### src/rtl/adder16_mp_sequencer_pkg.sv
// Shared definitions for the multi-precision add/subtract sequencer.
package adder16_mp_sequencer_pkg;

  localparam int unsigned LIMB_W = 16;

  typedef enum logic [1:0] {
    IDLE = 2'd0,
    RUN  = 2'd1,
    DONE = 2'd2
  } state_t;

endpackage

### src/rtl/adder16_mp_sequencer_adder16.sv
// 16-bit carry-select adder: the low byte ripples, the high byte is computed
// for both carry-ins and picked by the low byte's carry-out.
module Adder16
  import adder16_mp_sequencer_pkg::*;
(
  input  logic [LIMB_W-1:0] in_A,
  input  logic [LIMB_W-1:0] in_B,
  input  logic              in_C,
  output logic [LIMB_W-1:0] out_S,
  output logic              out_C
);

  localparam int unsigned HALF = LIMB_W / 2;

  logic [HALF:0] lo_sum;
  logic [HALF:0] hi_sum0;
  logic [HALF:0] hi_sum1;

  always_comb begin
    lo_sum  = {1'b0, in_A[HALF-1:0]} + {1'b0, in_B[HALF-1:0]} + {{HALF{1'b0}}, in_C};
    hi_sum0 = {1'b0, in_A[LIMB_W-1:HALF]} + {1'b0, in_B[LIMB_W-1:HALF]};
    hi_sum1 = {1'b0, in_A[LIMB_W-1:HALF]} + {1'b0, in_B[LIMB_W-1:HALF]} + {{HALF{1'b0}}, 1'b1};
    if (lo_sum[HALF]) begin
      out_S = {hi_sum1[HALF-1:0], lo_sum[HALF-1:0]};
      out_C = hi_sum1[HALF];
    end else begin
      out_S = {hi_sum0[HALF-1:0], lo_sum[HALF-1:0]};
      out_C = hi_sum0[HALF];
    end
  end

endmodule

### src/rtl/adder16_mp_sequencer.sv
// Multi-precision add/subtract: one 16-bit limb per clock through a shared
// Adder16, LS limb first, carry registered between limbs.
module adder16_mp_sequencer
  import adder16_mp_sequencer_pkg::*;
#(
  parameter int unsigned WORDS = 4
) (
  input  logic                      in_CLK,
  input  logic                      in_RSTn,
  input  logic                      in_VALID,
  output logic                      out_READY,
  input  logic [LIMB_W*WORDS-1:0]   in_A,
  input  logic [LIMB_W*WORDS-1:0]   in_B,
  input  logic                      in_C,
  input  logic                      in_SUB,
  output logic                      out_VALID,
  input  logic                      in_READY,
  output logic [LIMB_W*WORDS-1:0]   out_S,
  output logic                      out_C,
  output logic                      out_V,
  output logic                      out_BUSY
);

  localparam int unsigned CNT_W = $clog2(WORDS);
  localparam logic [CNT_W-1:0] LAST = CNT_W'(WORDS - 1);

  state_t                    state, state_next;
  logic [CNT_W-1:0]          cnt;
  logic [LIMB_W*WORDS-1:0]   a_q, b_q;
  logic                      sub_q;
  logic                      carry_q;

  logic                      accept, step, last, drain;
  logic [LIMB_W-1:0]         limb_a, limb_b, limb_s;
  logic                      limb_c;

  always_comb begin
    limb_a = a_q[cnt*LIMB_W +: LIMB_W];
    limb_b = sub_q ? ~b_q[cnt*LIMB_W +: LIMB_W] : b_q[cnt*LIMB_W +: LIMB_W];
  end

  Adder16 u_adder16 (
    .in_A  (limb_a),
    .in_B  (limb_b),
    .in_C  (carry_q),
    .out_S (limb_s),
    .out_C (limb_c)
  );

  always_ff @(posedge in_CLK or negedge in_RSTn) begin
    if (!in_RSTn) state <= IDLE;
    else          state <= state_next;
  end

  always_comb begin
    state_next = state;
    accept     = 1'b0;
    step       = 1'b0;
    last       = 1'b0;
    drain      = 1'b0;
    case (state)
      IDLE: if (in_VALID) begin
        accept     = 1'b1;
        state_next = RUN;
      end
      RUN: begin
        step = 1'b1;
        if (cnt == LAST) begin
          last       = 1'b1;
          state_next = DONE;
        end
      end
      DONE: if (in_READY) begin
        drain      = 1'b1;
        state_next = IDLE;
      end
      default: state_next = IDLE;
    endcase
  end

  always_ff @(posedge in_CLK or negedge in_RSTn) begin
    if (!in_RSTn) begin
      cnt       <= '0;
      a_q       <= '0;
      b_q       <= '0;
      sub_q     <= 1'b0;
      carry_q   <= 1'b0;
      out_S     <= '0;
      out_C     <= 1'b0;
      out_V     <= 1'b0;
      out_VALID <= 1'b0;
    end else begin
      if (accept) begin
        a_q     <= in_A;
        b_q     <= in_B;
        sub_q   <= in_SUB;
        carry_q <= in_SUB ? ~in_C : in_C;
        cnt     <= '0;
      end
      if (step) begin
        out_S[cnt*LIMB_W +: LIMB_W] <= limb_s;
        carry_q                     <= limb_c;
        // Counter returns to zero after the top limb so it never exceeds WORDS-1.
        cnt <= last ? '0 : cnt + 1'b1;
      end
      if (last) begin
        out_C     <= limb_c;
        out_V     <= (limb_a[LIMB_W-1] == limb_b[LIMB_W-1]) &&
                     (limb_s[LIMB_W-1] != limb_a[LIMB_W-1]);
        out_VALID <= 1'b1;
      end
      if (drain) out_VALID <= 1'b0;
    end
  end

  assign out_READY = (state == IDLE);
  assign out_BUSY  = (state == RUN);

endmodule
### config.mk
export PLATFORM = sky130hd
export DESIGN_NAME = adder16_mp_sequencer
export DESIGN_NICKNAME = d
export VERILOG_FILES = /design/src/rtl/adder16_mp_sequencer_pkg.sv /design/src/rtl/adder16_mp_sequencer_adder16.sv /design/src/rtl/adder16_mp_sequencer.sv
export SDC_FILE = /design/constraint.sdc
export NUM_CORES = 1
export LEC_CHECK = 0
export ABC_CLOCK_PERIOD_IN_PS = 6900
export BUFFER_PORTS_ARGS = -buffer_cell sky130_fd_sc_hd__buf_2
export CORE_MARGIN = 4
export CORE_UTILIZATION = 30
export CTS_CLUSTER_SIZE = 30
export DETAILED_ROUTE_END_ITERATION = 10
export GPL_TIMING_DRIVEN = 0
export PLACE_DENSITY = 0.47
export SYNTH_ARGS = -nofsm -noshare
export SYNTH_HDL_FRONTEND = slang
export SYNTH_SLANG_ARGS = --single-unit
### constraint.sdc
create_clock -name in_CLK -period 6.9 [get_ports in_CLK]
set_input_delay 0.345 -clock in_CLK [delete_from_list [all_inputs] [get_ports in_CLK]]
set_output_delay 0.345 -clock in_CLK [all_outputs]
set_load 0.005 [all_outputs]
; Word-level counts from Yosys, hierarchy flattened
; Cells that the tools add are included.
[totals]
regBits = 201
word_cells = 58
out_inout_bits = 69
inputBits = 134
[classes]
muxes = 23
n_shift = 4
n_eq_ne = 8
add_sub_neg = 6
bitwise_logic = 2
reduce_logical = 5
[op_table]
columns = op, count
row1 = 64-bit by 7-bit indexed part select with 16-bit output, 2
row2 = 64-bit bitwise mux, 1
row3 = 16-bit by 34-bit variable shift with 64-bit output (first input constant), 1
row4 = 16-bit by 34-bit indexed part select with 64-bit output, 1
row5 = 6-bit negator with 34-bit output, 1
row6 = 16-bit 2-to-1 mux, 2
row7 = 8-bit by 8-bit adder with 9-bit output, 2
row8 = 16-bit inverter, 1
row9 = 1-bit 2-to-1 mux, 13
row10 = 2-bit 2-to-1 mux, 6
row11 = 9-bit by 1-bit adder with 9-bit output, 1
row12 = 9-bit by 1-bit adder with 9-bit output (second input constant), 1
row13 = 2-bit one-hot mux with 3 select lines, 1
row14 = 2-bit == test (second input constant), 2
row15 = 2-bit inequality test (second input constant), 2
row16 = 2-bit nonzero test, 2
row17 = 3-bit AND reduction, 1
row18 = 2-bit by 1-bit adder with 2-bit output (second input constant), 1
row19 = 2-bit by 1-bit == test with 1-bit output (second input constant), 1
row20 = 2-bit logical NOT, 1
row21 = 2-bit by 1-bit inequality test with 1-bit output (second input constant), 1
row22 = 1-bit == test, 1
row23 = 1-bit logical AND, 1
row24 = 1-bit inequality test, 1
row25 = 1-bit inverter, 1

; Logic depth before layout (Yosys ltp)
[logic_depth]
ltp_word = 8
ltp_mapped = 14

; Modules after synthesis
; A second synthesis with hierarchy kept.
[unflattened]
cells_unflattened = 963
hier_area_um2 = 9412.8
[by_module_without_submodules]
columns = module, area_each_um2, instances, cells_per_inst, seq_area_each_um2
row1 = adder16_mp_sequencer, 8602.0, 1, 862, 5029.8
row2 = Adder16, 810.8, 1, 101, 0.0

; Worst setup path after synthesis
; OpenSTA, ideal clock, no wires.
[synth_path]
path_kind = register -> register
from = register cnt[0]
to = register out_V
period_less_slack_ns = 4.304
arrival_ns = 4.180
setup_ns = 0.124
path_stages_with_launch = 14
t_required_ns = 6.776
slack_ns = 2.596
path_cell_list = dfrtp_1 -> buf_2 -> buf_2 -> mux4_2 -> xnor2_1 -> fa_1 -> fa_1 -> and2b_1 -> o31ai_1 -> a32oi_4 -> nand4_4 -> or4_4 -> and4b_1 -> a211o_1
[synth_via]
elab_chain_len = 8
elab_cells_between_ends = 15
cone_classes = 4 x add/sub / 3 x eq/ne / 2 x shift / 4 x mux / 1 x bitwise / 1 x reduce/logical
[synth_lines]
columns = element, line_no
row1 = "start, declared", adder16_mp_sequencer.sv:28  ; logic [CNT_W-1:0] cnt;
row2 = "start signal, assigned", adder16_mp_sequencer.sv:104  ; cnt <= last ? '0 : cnt + 1'b1;
row3 = 64-bit by 7-bit indexed part select with 16-bit output, adder16_mp_sequencer.sv:39  ; limb_b = sub_q ? ~b_q[cnt*LIMB_W +: LIMB_W] : b_q[cnt*LIMB_W +: LIMB_W];
row4 = 16-bit inverter, adder16_mp_sequencer.sv:39
row5 = 16-bit 2-to-1 mux, adder16_mp_sequencer.sv:39
row6 = 8-bit by 8-bit adder with 9-bit output (on tied branches), "adder16_mp_sequencer_adder16.sv:21, adder16_mp_sequencer_adder16.sv:22, adder16_mp_sequencer_adder16.sv:20"
row7 = 9-bit by 1-bit adder with 9-bit output (on tied branches), "adder16_mp_sequencer_adder16.sv:22, adder16_mp_sequencer_adder16.sv:20"
row8 = 16-bit 2-to-1 mux, adder16_mp_sequencer_adder16.sv:23  ; if (lo_sum[HALF]) begin
row9 = 1-bit inequality test, adder16_mp_sequencer.sv:109  ; (limb_s[LIMB_W-1] != limb_a[LIMB_W-1]);
row10 = 1-bit logical AND, adder16_mp_sequencer.sv:108  ; out_V <= (limb_a[LIMB_W-1] == limb_b[LIMB_W-1]) &&
row11 = "end signal, assigned", adder16_mp_sequencer.sv:108
row12 = "end, declared", adder16_mp_sequencer.sv:20  ; output logic out_V,
; Several ways; a longest one is shown, not always the timed one.
; A chain may end at the register's enable or synchronous reset.

; Final worst setup path
[layout_path]
from = register cnt[1]
to = register out_S[46]
[layout_via]
elab_chain_len = 8
elab_cells_between_ends = 13
cone_classes = 5 x add/sub / 4 x shift / 3 x mux / 1 x bitwise
[layout_lines]
columns = element, line_no
row1 = 64-bit by 7-bit indexed part select with 16-bit output, adder16_mp_sequencer.sv:39
row2 = 16-bit inverter, adder16_mp_sequencer.sv:39
row3 = 16-bit 2-to-1 mux, adder16_mp_sequencer.sv:39
row4 = 8-bit by 8-bit adder with 9-bit output (on tied branches), "adder16_mp_sequencer_adder16.sv:20, adder16_mp_sequencer_adder16.sv:21, adder16_mp_sequencer_adder16.sv:22"
row5 = 9-bit by 1-bit adder with 9-bit output (on tied branches), "adder16_mp_sequencer_adder16.sv:20, adder16_mp_sequencer_adder16.sv:22"
row6 = 16-bit 2-to-1 mux, adder16_mp_sequencer_adder16.sv:23
row7 = 16-bit by 34-bit indexed part select with 64-bit output, adder16_mp_sequencer.sv:101  ; out_S[cnt*LIMB_W +: LIMB_W] <= limb_s;
row8 = 64-bit bitwise mux (*), adder16_mp_sequencer.sv:101
row9 = "end signal, assigned by index", adder16_mp_sequencer.sv:101
row10 = "end, declared", adder16_mp_sequencer.sv:18  ; output logic [LIMB_W*WORDS-1:0] out_S,
; Every way passes the cells marked *; elsewhere a longest branch is shown, timed or not.

==> summary by stage <==
Status
The run finished with clean final reports.

Placement
The last weighted congestion value of the routability-driven placer is 0.765. After legalization and detailed placement, the total HPWL measured 21600 um. Input and output buffers added on the ports amount to 202.

Worst setup path
In this run the critical register-to-register path is captured at out_S[46]$_DFFE_PN0P_. The largest single stage delay on the critical path is 650 ps. The maximum fanout encountered on the critical timing path is 10. The critical path startpoint category is a register. The data required time at the worst endpoint is 7260 ps. The category of the worst setup path capture point is a register.

The critical path contains buffers and inverters numbering 3 combined. The critical path class is register to register. The critical path's top delay family is buffers and inverters. The cell that appears most often on the critical path is clkbuf_1. The depth of the worst register-to-register path is 12. Across all register-to-register paths, the minimum setup slack is 1770 ps. The launch point of the worst reg-to-reg path is cnt[1]$_DFFE_PN0P_. Walking the worst path, the cells encountered are clkbuf_1, buf_1, clkbuf_1, mux4_2, ha_1, and2b_1, o31ai_1, a32oi_4, nand4_1, nor2_1, xor2_1, o21ai_0.

The data arrival time of the worst path is 5490 ps. The cell with the largest stage delay on the worst path is clkbuf_1.

Power
The worst vdd rail ir drop is 0.436 mV. Total power for the finished layout comes to 7.31 mW. The power per cell area is 624 nW/um2. For this design the static power due to leakage is 6.10 nW.

Timing
The final setup skew is 19.0 ps. Adding up every negative setup slack in the final design gives 0 ps. The relative slew slack is 0.288. The total count of max-transition violations in the final report is 0. Setup violations remaining at the end of the flow were counted as 0. Dividing the final minimum period by the clock period gives 0.743.

The smallest clock period supported by the final layout is computed as 5130 ps. Setup repair after global routing left no endpoint under its margin. The highest achievable clock rate is 195 MHz. The slew at the pin closest to its max-slew limit is 1060 ps.

The number of hold-slack violations in the final timing report is 0.

CTS
In this run the post-CTS setup repair buffer count came out at 0. In this run the number of H-tree levels came out at 1. Counting along the longest clock path gives a buffer depth of 3. The number of clock buffers inserted by TritonCTS is 24. At the later pin of the worst-skew pair, clock insertion delay measures 520 ps. The clock tree root driver cell is clkbuf_16. For this design, the sink count on the clock tree is 201.

The clock tree from TritonCTS is built. After clock tree synthesis, the clock-pin slew on the worst setup and hold paths is 60 ps. The number of gates resized after CTS was 0.

Layout
The number of nets at the end of the flow is 1342. The multi-input combinational cells in the finished layout cover a total of 4020 um2. The layout cell share with drive strength beyond 1 is 0.239.

The number of antenna cells inserted is 0. The area growth from synthesis to layout is 26.3%. The number of fill cells in the layout is 3180.

The register area is 5030 um2.

Global routing
For this run, global-route usage on met3 was measured as 0.0291. The initial antenna violation count is 0. The met2 track demand over resource in global routing is 0.271.

The overall overflow remaining after global route is 0. The total global routing track utilization is 0.170. The pin count of the biggest net entering global routing is 81. The global-route wire length before repair is 44500 um.

The fraction of met1 tracks used by global routing is 0.248. The number of global-route vias before repair is 7483. The layer flagged by global routing as most heavily used is met2.

Die
The chip width is 184 um. In this run the vertical extent of the chip is 184 um. The die area is 33800 um2.

The initial utilization of the core area, before any placement, comes to 0.303. The number of placed I/O pins is 203. The standard cell core area is 30600 um2. The floorplan has 64 rows.

Synthesis
The cell count after synthesis is 940. The synthesized area per cell is 9.88 um2. For this run, the number of Yosys warnings is 0.

The synthesized netlist net count is 1099. The cell area that synthesis handed to floorplanning was 9280 um2. Among all flip-flop cells after synthesis, the most frequent one is dfrtp_1. The part of the Yosys area used for sequential elements is 0.542. The synthesized design contains 201 register bits. Counting distinct cell types in the post-synthesis netlist gives 50. In the synthesized netlist the async set-or-reset flop fraction comes to 1.00.

The number of enable-type register cells in the synthesized netlist is 0.

Route
The first TritonRoute pass finished after 5 iterations. Dividing the detail-routed wire length by the instance count gives 18.3 um. The final layout contains routed wiring with a total length of 29200 um. The number of DRC violations after detailed-routing iteration 0 is 398. The total number of vias is 7381.

In the routed layout, each cell is associated on average with a via count of 4.63. Once detail routing completed, the nets flagged for antenna violations numbered 0. The DRC violation count after routing is 0.

Hold path
For hold timing, the worst endpoint is b_q[29]$_DFFE_PN0P_. The worst hold path begins at in_B[29]. The worst hold path passes through 3 cells. The worst hold path belongs to the class input port to register.

Flow run
The count of max-cap constraint violations is 0.
==> tightest hold or removal path: cells and delay by family <==
kind | cells | cell delay [ps]
buffers and inverters | 1 | 70
and+or+nand+nor | 2 | 80
==> metrics by stage <==
stage	utilization	std cells	worst slack (ps)	cell area (um2)	hold slack (ps)
after floorplan	-	940	2600	9280	49.4
final	0.383	1594	1770	11700	21.7
after global routing	0.383	1594	1560	11700	5.27
after CTS	0.383	1593	1730	11700	0.731
after detailed placement	0.355	1540	1750	10900	269
after global placement	0.353	1538	1770	10800	454
==> area by class of cell <==
type                    instances  area share
well taps                     396      0.0423
clock buffers                  36      0.0603
flip-flops and latches        201       0.429
multi-input cells             677       0.343
inverters                      15     0.00480
plain buffers                  47      0.0156
clock inverters                 5     0.00213
repair buffers                217       0.103
==> cells in the final DEF, fill, tap and decap left out, types with 2 or more instances in the layout <==
| cell | n |
|---|---|
| a21oi_1 | 13 |
| a22o_1 | 32 |
| a31oi_1 | 2 |
| and2_1 | 2 |
| buf_1 | 4 |
| buf_16 | 2 |
| buf_2 | 206 |
| clkbuf_1 | 45 |
| clkbuf_16 | 25 |
| clkbuf_8 | 4 |
| clkinv_2 | 5 |
| dfrtp_1 | 201 |
| dlygate4sd3_1 | 13 |
| fa_1 | 3 |
| ha_1 | 22 |
| inv_1 | 14 |
| mux4_2 | 32 |
| nand2_1 | 435 |
| nand2b_1 | 2 |
| nand3_1 | 2 |
| nand4_1 | 2 |
| nor2_1 | 15 |
| nor2b_1 | 2 |
| nor3_1 | 4 |
| o21ai_0 | 40 |
| o31ai_1 | 5 |
| or2_2 | 2 |
| or3_1 | 2 |
| or4_1 | 2 |
| xnor2_1 | 9 |
| xor2_1 | 25 |
==> flip-flops by register name (all words and copies together), names as in the netlist, 2 cells and up <==
signal / count
a_q: 64
b_q: 64
out_S: 64
cnt: 2
state: 2
==> what timing repair did <==
item	4_1_cts	5_1_grt
setup endpoints to repair	0	0
hold buffers	12	1
endpoints found under the hold margin	53	1
==> cells in the mapped netlist, types with 2 or more instances <==
cell	instances	share of area
and2_1	2	0.0013
dfrtp_1	201	0.54
mux4_2	32	0.078
buf_2	5	0.0027
nand2_1	435	0.18
or3_1	2	0.0013
a22o_1	32	0.030
clkbuf_1	38	0.015
xnor2_1	9	0.0085
nand4_1	2	0.0013
or2_2	2	0.0013
nor2_1	15	0.0061
buf_1	4	0.0016
a31oi_1	2	0.0013
a21oi_1	13	0.0070
nand2b_1	2	0.0013
nor3_1	4	0.0022
ha_1	22	0.030
fa_1	3	0.0065
o31ai_1	5	0.0040
nor4_1	2	0.0013
inv_1	14	0.0057
or4_1	2	0.0016
o21ai_0	40	0.022
nand3_1	2	0.0011
xor2_1	25	0.024
nor2b_1	2	0.0013
==> where the power goes <==
part	switching (mW)	internal, mW	leakage [nW]
clock network	0.491	0.701	0.365
registers	0.260	1.66	2.58
logic	2.68	1.52	3.15
==> routing by layer <==
| layer | wire length, um | part of all wire |
|---|---|---|
| met2 | 13500 | 0.46 |
| met1 | 13800 | 0.47 |
| met5 | 0 | 0 |
| met4 | 432 | 0.015 |
| met3 | 1450 | 0.050 |
==> kinds of logic after synthesis <==
kind of cell	share of synthesized area
compound gates	0.0790
mux	0.0776
xor+xnor	0.0356
simple gates	0.204
buf+inv	0.0257
fa+ha+maj	0.0361
flops	0.542
==> how the worst max path moves through the flow <==
stage,startpoint,to,cells after the start
final,cnt[1]$_DFFE_PN0P_,out_S[46]$_DFFE_PN0P_,12
after global routing,cnt[1]$_DFFE_PN0P_,out_S[30]$_DFFE_PN0P_,12
after CTS,cnt[1]$_DFFE_PN0P_,out_S[14]$_DFFE_PN0P_,12
after detailed placement,cnt[1]$_DFFE_PN0P_,out_S[14]$_DFFE_PN0P_,12
after global placement,cnt[1]$_DFFE_PN0P_,out_S[46]$_DFFE_PN0P_,12
after floorplan,cnt[0]$_DFFE_PN0P_,out_V$_DFFE_PN0P_,13
Note: power is estimated with default switching activity, not from simulation.
